### config.mk
export PLATFORM = sky130hd
export DESIGN_NAME = controle_multiciclo
export DESIGN_NICKNAME = d
export VERILOG_FILES = /design/src/rtl/controle_multiciclo.sv
export SDC_FILE = /design/constraint.sdc
export NUM_CORES = 1
export LEC_CHECK = 0
export ABC_CLOCK_PERIOD_IN_PS = 1650
export CAP_MARGIN = 40
export CORE_MARGIN = 2
export CORE_UTILIZATION = 41
export DETAILED_ROUTE_END_ITERATION = 10
export PLACE_DENSITY = 0.85
export SETUP_SLACK_MARGIN = 0.3
export SLEW_MARGIN = 20
export SYNTH_ARGS = -nofsm -noshare
export SYNTH_HDL_FRONTEND = slang
export SYNTH_SLANG_ARGS = --single-unit
### constraint.sdc
create_clock -name clk -period 1.65 [get_ports clk]
set_clock_uncertainty 0.05 [all_clocks]
set_input_delay 0.33 -clock clk [delete_from_list [all_inputs] [get_ports clk]]
set_output_delay 0.33 -clock clk [all_outputs]
set_load 0.005 [all_outputs]
### src/rtl/controle_multiciclo.sv
// Multicycle control FSM: fetch/decode/execute/memory/write-back sequencing for the 4-bit-opcode core.
// Optional retired-instruction counter enabled by defining CONT_INSTR_EN.
module controle_multiciclo #(
    parameter int LARGURA_CONT = 32
) (
    input  logic                    clk,
    input  logic                    rst,
    input  logic [3:0]              opcode,
    input  logic                    mem_pronto,
    output logic                    EscCondCP,
    output logic                    CondInv,
    output logic                    EscCP,
    output logic                    EscIR,
    output logic                    IouD,
    output logic                    LeMem,
    output logic                    EscMem,
    output logic                    MemParaReg,
    output logic                    RegDst,
    output logic                    EscReg,
    output logic                    ULA_A,
    output logic [1:0]              ULA_B,
    output logic [2:0]              ULA_OP,
    output logic [1:0]              FonteCP,
    output logic [3:0]              estado,
    output logic                    parado
`ifdef CONT_INSTR_EN
    ,
    output logic [LARGURA_CONT-1:0] cont_instr
`endif
);

    typedef enum logic [3:0] {
        OCIOSO      = 4'd0,
        BUSCA       = 4'd1,
        DECOD       = 4'd2,
        EXEC_R      = 4'd3,
        EXEC_I      = 4'd4,
        ESC_ULA     = 4'd5,
        END_MEM     = 4'd6,
        LE_MEM      = 4'd7,
        ESC_REG_MEM = 4'd8,
        ESC_MEM     = 4'd9,
        DESVIO      = 4'd10,
        SALTO       = 4'd11,
        PARADO      = 4'd12
    } estado_t;

    estado_t state, next;

    if (LARGURA_CONT < 1) begin : g_largura_invalida
        $error("LARGURA_CONT must be at least 1");
    end

    always_ff @(posedge clk or posedge rst) begin
        if (rst) state <= OCIOSO;
        else     state <= next;
    end

    assign estado = state;

    // Outputs decode only the state register, so an async reset drops the
    // memory strobes without waiting for a clock edge.
    always_comb begin
        next       = BUSCA;
        EscCondCP  = 1'b0;
        CondInv    = 1'b0;
        EscCP      = 1'b0;
        EscIR      = 1'b0;
        IouD       = 1'b0;
        LeMem      = 1'b0;
        EscMem     = 1'b0;
        MemParaReg = 1'b0;
        RegDst     = 1'b0;
        EscReg     = 1'b0;
        ULA_A      = 1'b0;
        ULA_B      = 2'b00;
        ULA_OP     = 3'b000;
        FonteCP    = 2'b00;
        parado     = 1'b0;

        case (state)
            OCIOSO: next = BUSCA;

            BUSCA: begin
                LeMem = 1'b1;
                ULA_B = 2'b01;
                EscIR = mem_pronto;
                EscCP = mem_pronto;
                next  = mem_pronto ? DECOD : BUSCA;
            end

            DECOD: begin
                ULA_B = 2'b10;
                if (!opcode[3]) begin
                    next = EXEC_R;
                end else begin
                    case (opcode[2:0])
                        3'b000:  next = EXEC_I;
                        3'b001,
                        3'b010:  next = END_MEM;
                        3'b011:  next = SALTO;
                        3'b100,
                        3'b101:  next = DESVIO;
                        3'b110:  next = BUSCA;
                        default: next = PARADO;
                    endcase
                end
            end

            EXEC_R: begin
                ULA_A  = 1'b1;
                ULA_OP = opcode[2:0];
                next   = ESC_ULA;
            end

            EXEC_I: begin
                ULA_A = 1'b1;
                ULA_B = 2'b10;
                next  = ESC_ULA;
            end

            ESC_ULA: begin
                EscReg = 1'b1;
                RegDst = ~opcode[3];
                next   = BUSCA;
            end

            END_MEM: begin
                ULA_A = 1'b1;
                ULA_B = 2'b10;
                next  = (opcode == 4'b1010) ? ESC_MEM : LE_MEM;
            end

            LE_MEM: begin
                LeMem = 1'b1;
                IouD  = 1'b1;
                next  = mem_pronto ? ESC_REG_MEM : LE_MEM;
            end

            ESC_REG_MEM: begin
                EscReg     = 1'b1;
                MemParaReg = 1'b1;
                next       = BUSCA;
            end

            ESC_MEM: begin
                EscMem = 1'b1;
                IouD   = 1'b1;
                next   = mem_pronto ? BUSCA : ESC_MEM;
            end

            DESVIO: begin
                ULA_A     = 1'b1;
                ULA_OP    = 3'b001;
                EscCondCP = 1'b1;
                FonteCP   = 2'b01;
                CondInv   = (opcode == 4'b1101);
                next      = BUSCA;
            end

            SALTO: begin
                EscCP   = 1'b1;
                FonteCP = 2'b10;
                next    = BUSCA;
            end

            PARADO: begin
                parado = 1'b1;
                next   = PARADO;
            end

            default: next = BUSCA;
        endcase
    end

`ifdef CONT_INSTR_EN
    // An instruction retires on its last cycle, i.e. any return to BUSCA except
    // the start-up OCIOSO->BUSCA step and recovery from an illegal code.
    logic retira;

    always_comb begin
        retira = 1'b0;
        if (next == BUSCA) begin
            case (state)
                ESC_ULA, ESC_REG_MEM, ESC_MEM,
                DESVIO, SALTO, DECOD: retira = 1'b1;
                default:              retira = 1'b0;
            endcase
        end
    end

    always_ff @(posedge clk or posedge rst) begin
        if (rst)         cont_instr <= '0;
        else if (retira) cont_instr <= cont_instr + LARGURA_CONT'(1);
    end
`endif

endmodule

==> results.md, run 1 <==
* CTS Sinks at 4
* Clk buf depth at 2
* Placed Area at 0.001147 mm2
* Status: aborted with a tool error
* Post-CTS sizing at 156
* DIE HEIGHT at 44.56 um
* Asr flop ratio synth at 100.0%
* Starting Density at 44.25%
* Post-synth cell types at 38
* Syn_area_per_cell at 8.326 um2
* EDFF count, synth at 0
* H-tree depth at 1
* Error msg: [ERROR DPL-0038] Utilization greater than 100%, impossible to legalize
* Synth warn at 0
* Post CTS Setup Buffer Count at 30
* Stopping stage: 4_1_cts
* Num rows at 14
* Post-Syn Instances at 81
* CTS Buf Count at 3
* Port-buffer cells at 29
* Hold buffer count at CTS at 0
* Boundary Pins at 30
* Dominant synthesized flop cell: dfrtp_1
* Placer Congestion at 0.9098
* Sequential area share after synthesis at 14.84%
* Syn nets at 88
* Yosys reg bits at 4
* DP HPWL at 1622 um
* Root Buffer: clkbuf_4
* Cell Area, Synth at 674.4 um2
* Die Wd at 44.56 um
* Post-place setup slack at -577.5 ps
==> synthesized netlist by cell type, types with 3 or more instances <==
library cell,n,area (um2)
mux2_2,3,33.78
nand3b_1,4,30.03
nor3_1,7,35.03
buf_2,3,15.01
dfrtp_1,4,100.1
nand2b_1,5,31.28
buf_4,6,45.04
nor2_1,7,26.28
a21oi_1,3,15.01
nand2_1,3,11.26
==> stage by stage <==
step,setup TNS (ps),cells,hold slack (ps)
detailed placement,-6059,145,490.5
global placement,-5493,145,468.2
floorplan,0,81,46.08
==> logic make-up after synthesis <==
logic type             count (synthesis)  synth area share (%)
AO/OA/AOI/OAI                         13                 14.84
flip-flops                             4                 14.84
XOR/XNOR                               2                 2.598
buffers and inverters                 12                 12.80
AND/OR/NAND/NOR                       47                 49.91
multiplexers                           3                 5.009
==> run 2: changes to the inputs <==
Settings changed: CORE_AREA set to 2 2 63 65, CORE_MARGIN 2 to not set, CORE_UTILIZATION 41 to not set, DIE_AREA set to 0 0 65 67, PLACE_DENSITY 0.85 to not set, PLACE_DENSITY_LB_ADDON set to 0.15, SETUP_SLACK_MARGIN 0.3 to not set.
==> run 2 against run 1 <==
The flow now finishes, with violations (negative setup slack); synthesized cell count is the same; synthesized area did not move.
==> results.md, run 2 <==
* Initial antenna violation count at 0
* Worst setup margin at -191.1 ps
* CTS Buf Count at 3 (unchanged)
* Final wirelength at 2531 um
* Critical Path AT at 1460 ps
* Commonest non-fill, non-tap cells in the layout: buf_4, buf_6, buf_2
* Later-pin clock latency in the skew report at 220 ps
* Syn nets at 88 (unchanged)
* Max Cap Viol at 0
* Post-DR vias/cell at 4.347
* Ant. Diodes at 0
* Crit Path Category: register to output pin
* Design Area, Final at 0.001473 mm2
* First-pass GRT wire length at 3864 um
* Element type at the critical path end: output pin
* Final ANT Viol Nets at 0
* Yosys reg bits at 4 (unchanged)
* Post-synthesis xor/xnor area fraction at 2.597% (unchanged)
* Final max-slew violation count at 0
* Max_slew headroom at 80.71%
* Syn_area_per_cell at 8.326 um2 (unchanged)
* Max FO, Critical Path at 5
* Placed Area at 0.001142 mm2 (-0.44%)
* GR Util All Layers at 11.57%
* DIE HEIGHT at 67 um (+50%)
* DP HPWL at 1690 um (+4.1%)
* Largest net degree at the start of global routing at 11
* Util after Layout at 40.84%
* Complex-gate fraction of the synthesized area at 14.84% (unchanged)
* Commonest non-fill, non-tap cell in the layout: buf_4
* Asr flop ratio synth at 100.0% (unchanged)
* Final Hold Viols at 0
* Status: finished with violations
* Post-synth cell types at 38 (unchanged)
* Max IR drop VDD at 499.2 uV
* Layout cell share with drive strength beyond 1 at 67.55%
* Drt pass-1 iters at 4
* Final nets at 160
* Die Wd at 65 um (+46%)
* GR Overflow Total at 0
* Cell Area, Synth at 674.4 um2 (unchanged)
* CTS Sinks at 4 (unchanged)
* Failing checks: negative setup slack
* EDFF count, synth at 0 (unchanged)
* Clk buf depth at 2 (unchanged)
* CTS tree: built
* Root Buffer: clkbuf_8
* Via Count at 865
* Number of remaining DRC errors at 0
* Placer Congestion at 0.7574 (-17%)
* Synth warn at 0 (unchanged)
* Fmax at 0.5432 GHz
* Simple-Gate Fraction of Synth Area at 49.91% (unchanged)
* Number of global-route vias before repair at 831
* RSZ-0062 raised after global routing: yes
* Min Tclk post-route at 1841 ps
* HP Class: input pin to asynchronous set/reset pin
* Finished Layout Cells at 199
* Largest cells by area after synthesis: dfrtp_1, nor4b_4, buf_4, nor3_1, mux2_2
* Clk slew on worst S/H paths at 30 ps
* Post-Syn Instances at 81 (unchanged)
* Cell taking the most area after synthesis: dfrtp_1
* Die area at 0.004355 mm2
* Area Overhead vs Synth at 118.4%
* Hold buffer count at CTS at 0 (unchanged)
* Pwr/cell area at 1485 mW/mm2
* Post-synth top cells: nor2_1, nor3_1, buf_4
* Critical Path RT at 1270 ps
* Reg2Reg Setup Slack at 50 ps
* Max reg flops at 4
* Starting Density at 18.70% (-26 points)
* DR WL/cell at 12.72 um
* CP startpoint kind: register
* Main combinational cell family by area after synthesis: simple AND/OR/NAND/NOR gates
* Area share of the largest cell type after synthesis at 14.84% (unchanged)
* Multiplexer share of the synthesized area at 5.009% (unchanged)
* H-tree depth at 1 (unchanged)
* Port-buffer cells at 29 (unchanged)
* Num rows at 22 (+8)
* Dominant synthesized flop cell: dfrtp_1
* Detailed Route Iter0 Violations at 10
* Core footprint at 0.003606 mm2
* Leak at 0.0006892 uW
* Adder-Cell Fraction of Synth Area at 0% (unchanged)
* Sequential area share after synthesis at 14.84% (unchanged)
* Tightest Pin Transition at 288.1 ps
* Final Cycle Share at 111.6%
* # placed instances at 172 (+19%)
* Boundary Pins at 30 (unchanged)
* Worst reg2reg path depth at 7
* Final Setup Violations at 13
[run 2: worst max-delay path, stage by stage (launching register included)]
cell and delay (ps):
dfrtp_2 440, buf_6 130, and4bb_2 320, and2_2 150, clkdlybuf4s15_2 200
[run 2: cells by family (layout without fill, tap and decap cells)]
kind of cell              count (synthesis)  after routing
AOI/OAI and AO/OA                        13             13
xor gates and xnor gates                  2              2
buffers and inverters                    12             82
DFF                                       4              4
muxes                                     3              3
and+or+nand+nor                          47             47
[run 2: worst paths after layout]
check / from / endpoint
max: estado[2] / ULA_OP[2]
min: rst / estado[0]
max reg2reg: estado[0] / estado[2]
min reg2reg: estado[3] / estado[0]
max in group asynchronous: rst / estado[1]
min in group clk: opcode[1] / estado[0]
[run 2: cell type report]
type	instances	area [um2]
fill	367	2133
inverter	1	3.754
multi-input combinational	65	601.8
sequential	4	102.6
tap	48	60.06
timing repair buffer	78	663.1
clock buffer	3	41.29
[run 2: stage by stage]
step | setup WS (ps) | power, uW | TNS (ps) | hold WS (ps)
CTS | -191.0 | 2024 | -1038 | 250.5
global route | -252.9 | 2329 | -1821 | 277.3
detailed placement | -553.3 | 1435 | -6389 | 480.5
global placement | -547.1 | 1442 | -6512 | 473.3
finish | -191.1 | 2186 | -1084 | 246.4
floorplan | 149.4 | 783.4 | 0 | 46.08
[run 2: where the power goes]
group	switching, uW	internal (uW)	leakage [uW]	total (uW)
sequential	47.2	138	0.0000474	185
combinational	700	1100	0.000620	1800
clock	46.1	155	0.0000216	201
total	793	1390	0.000689	2190
[run 2: timing repair]
item,CTS,global route
gates cloned,0,0
pin swaps,11,9
setup buffers,18,9
setup endpoints to repair,21,20
gates resized for setup,127,8
[run 2: per-layer routing]
metal  routed length, um  track usage [%]
met5                   0                0
met4                  22            3.457
met1                1095            13.61
met2                1287            21.13
met3                 125            2.196
Power figures use the tool's default switching activity.
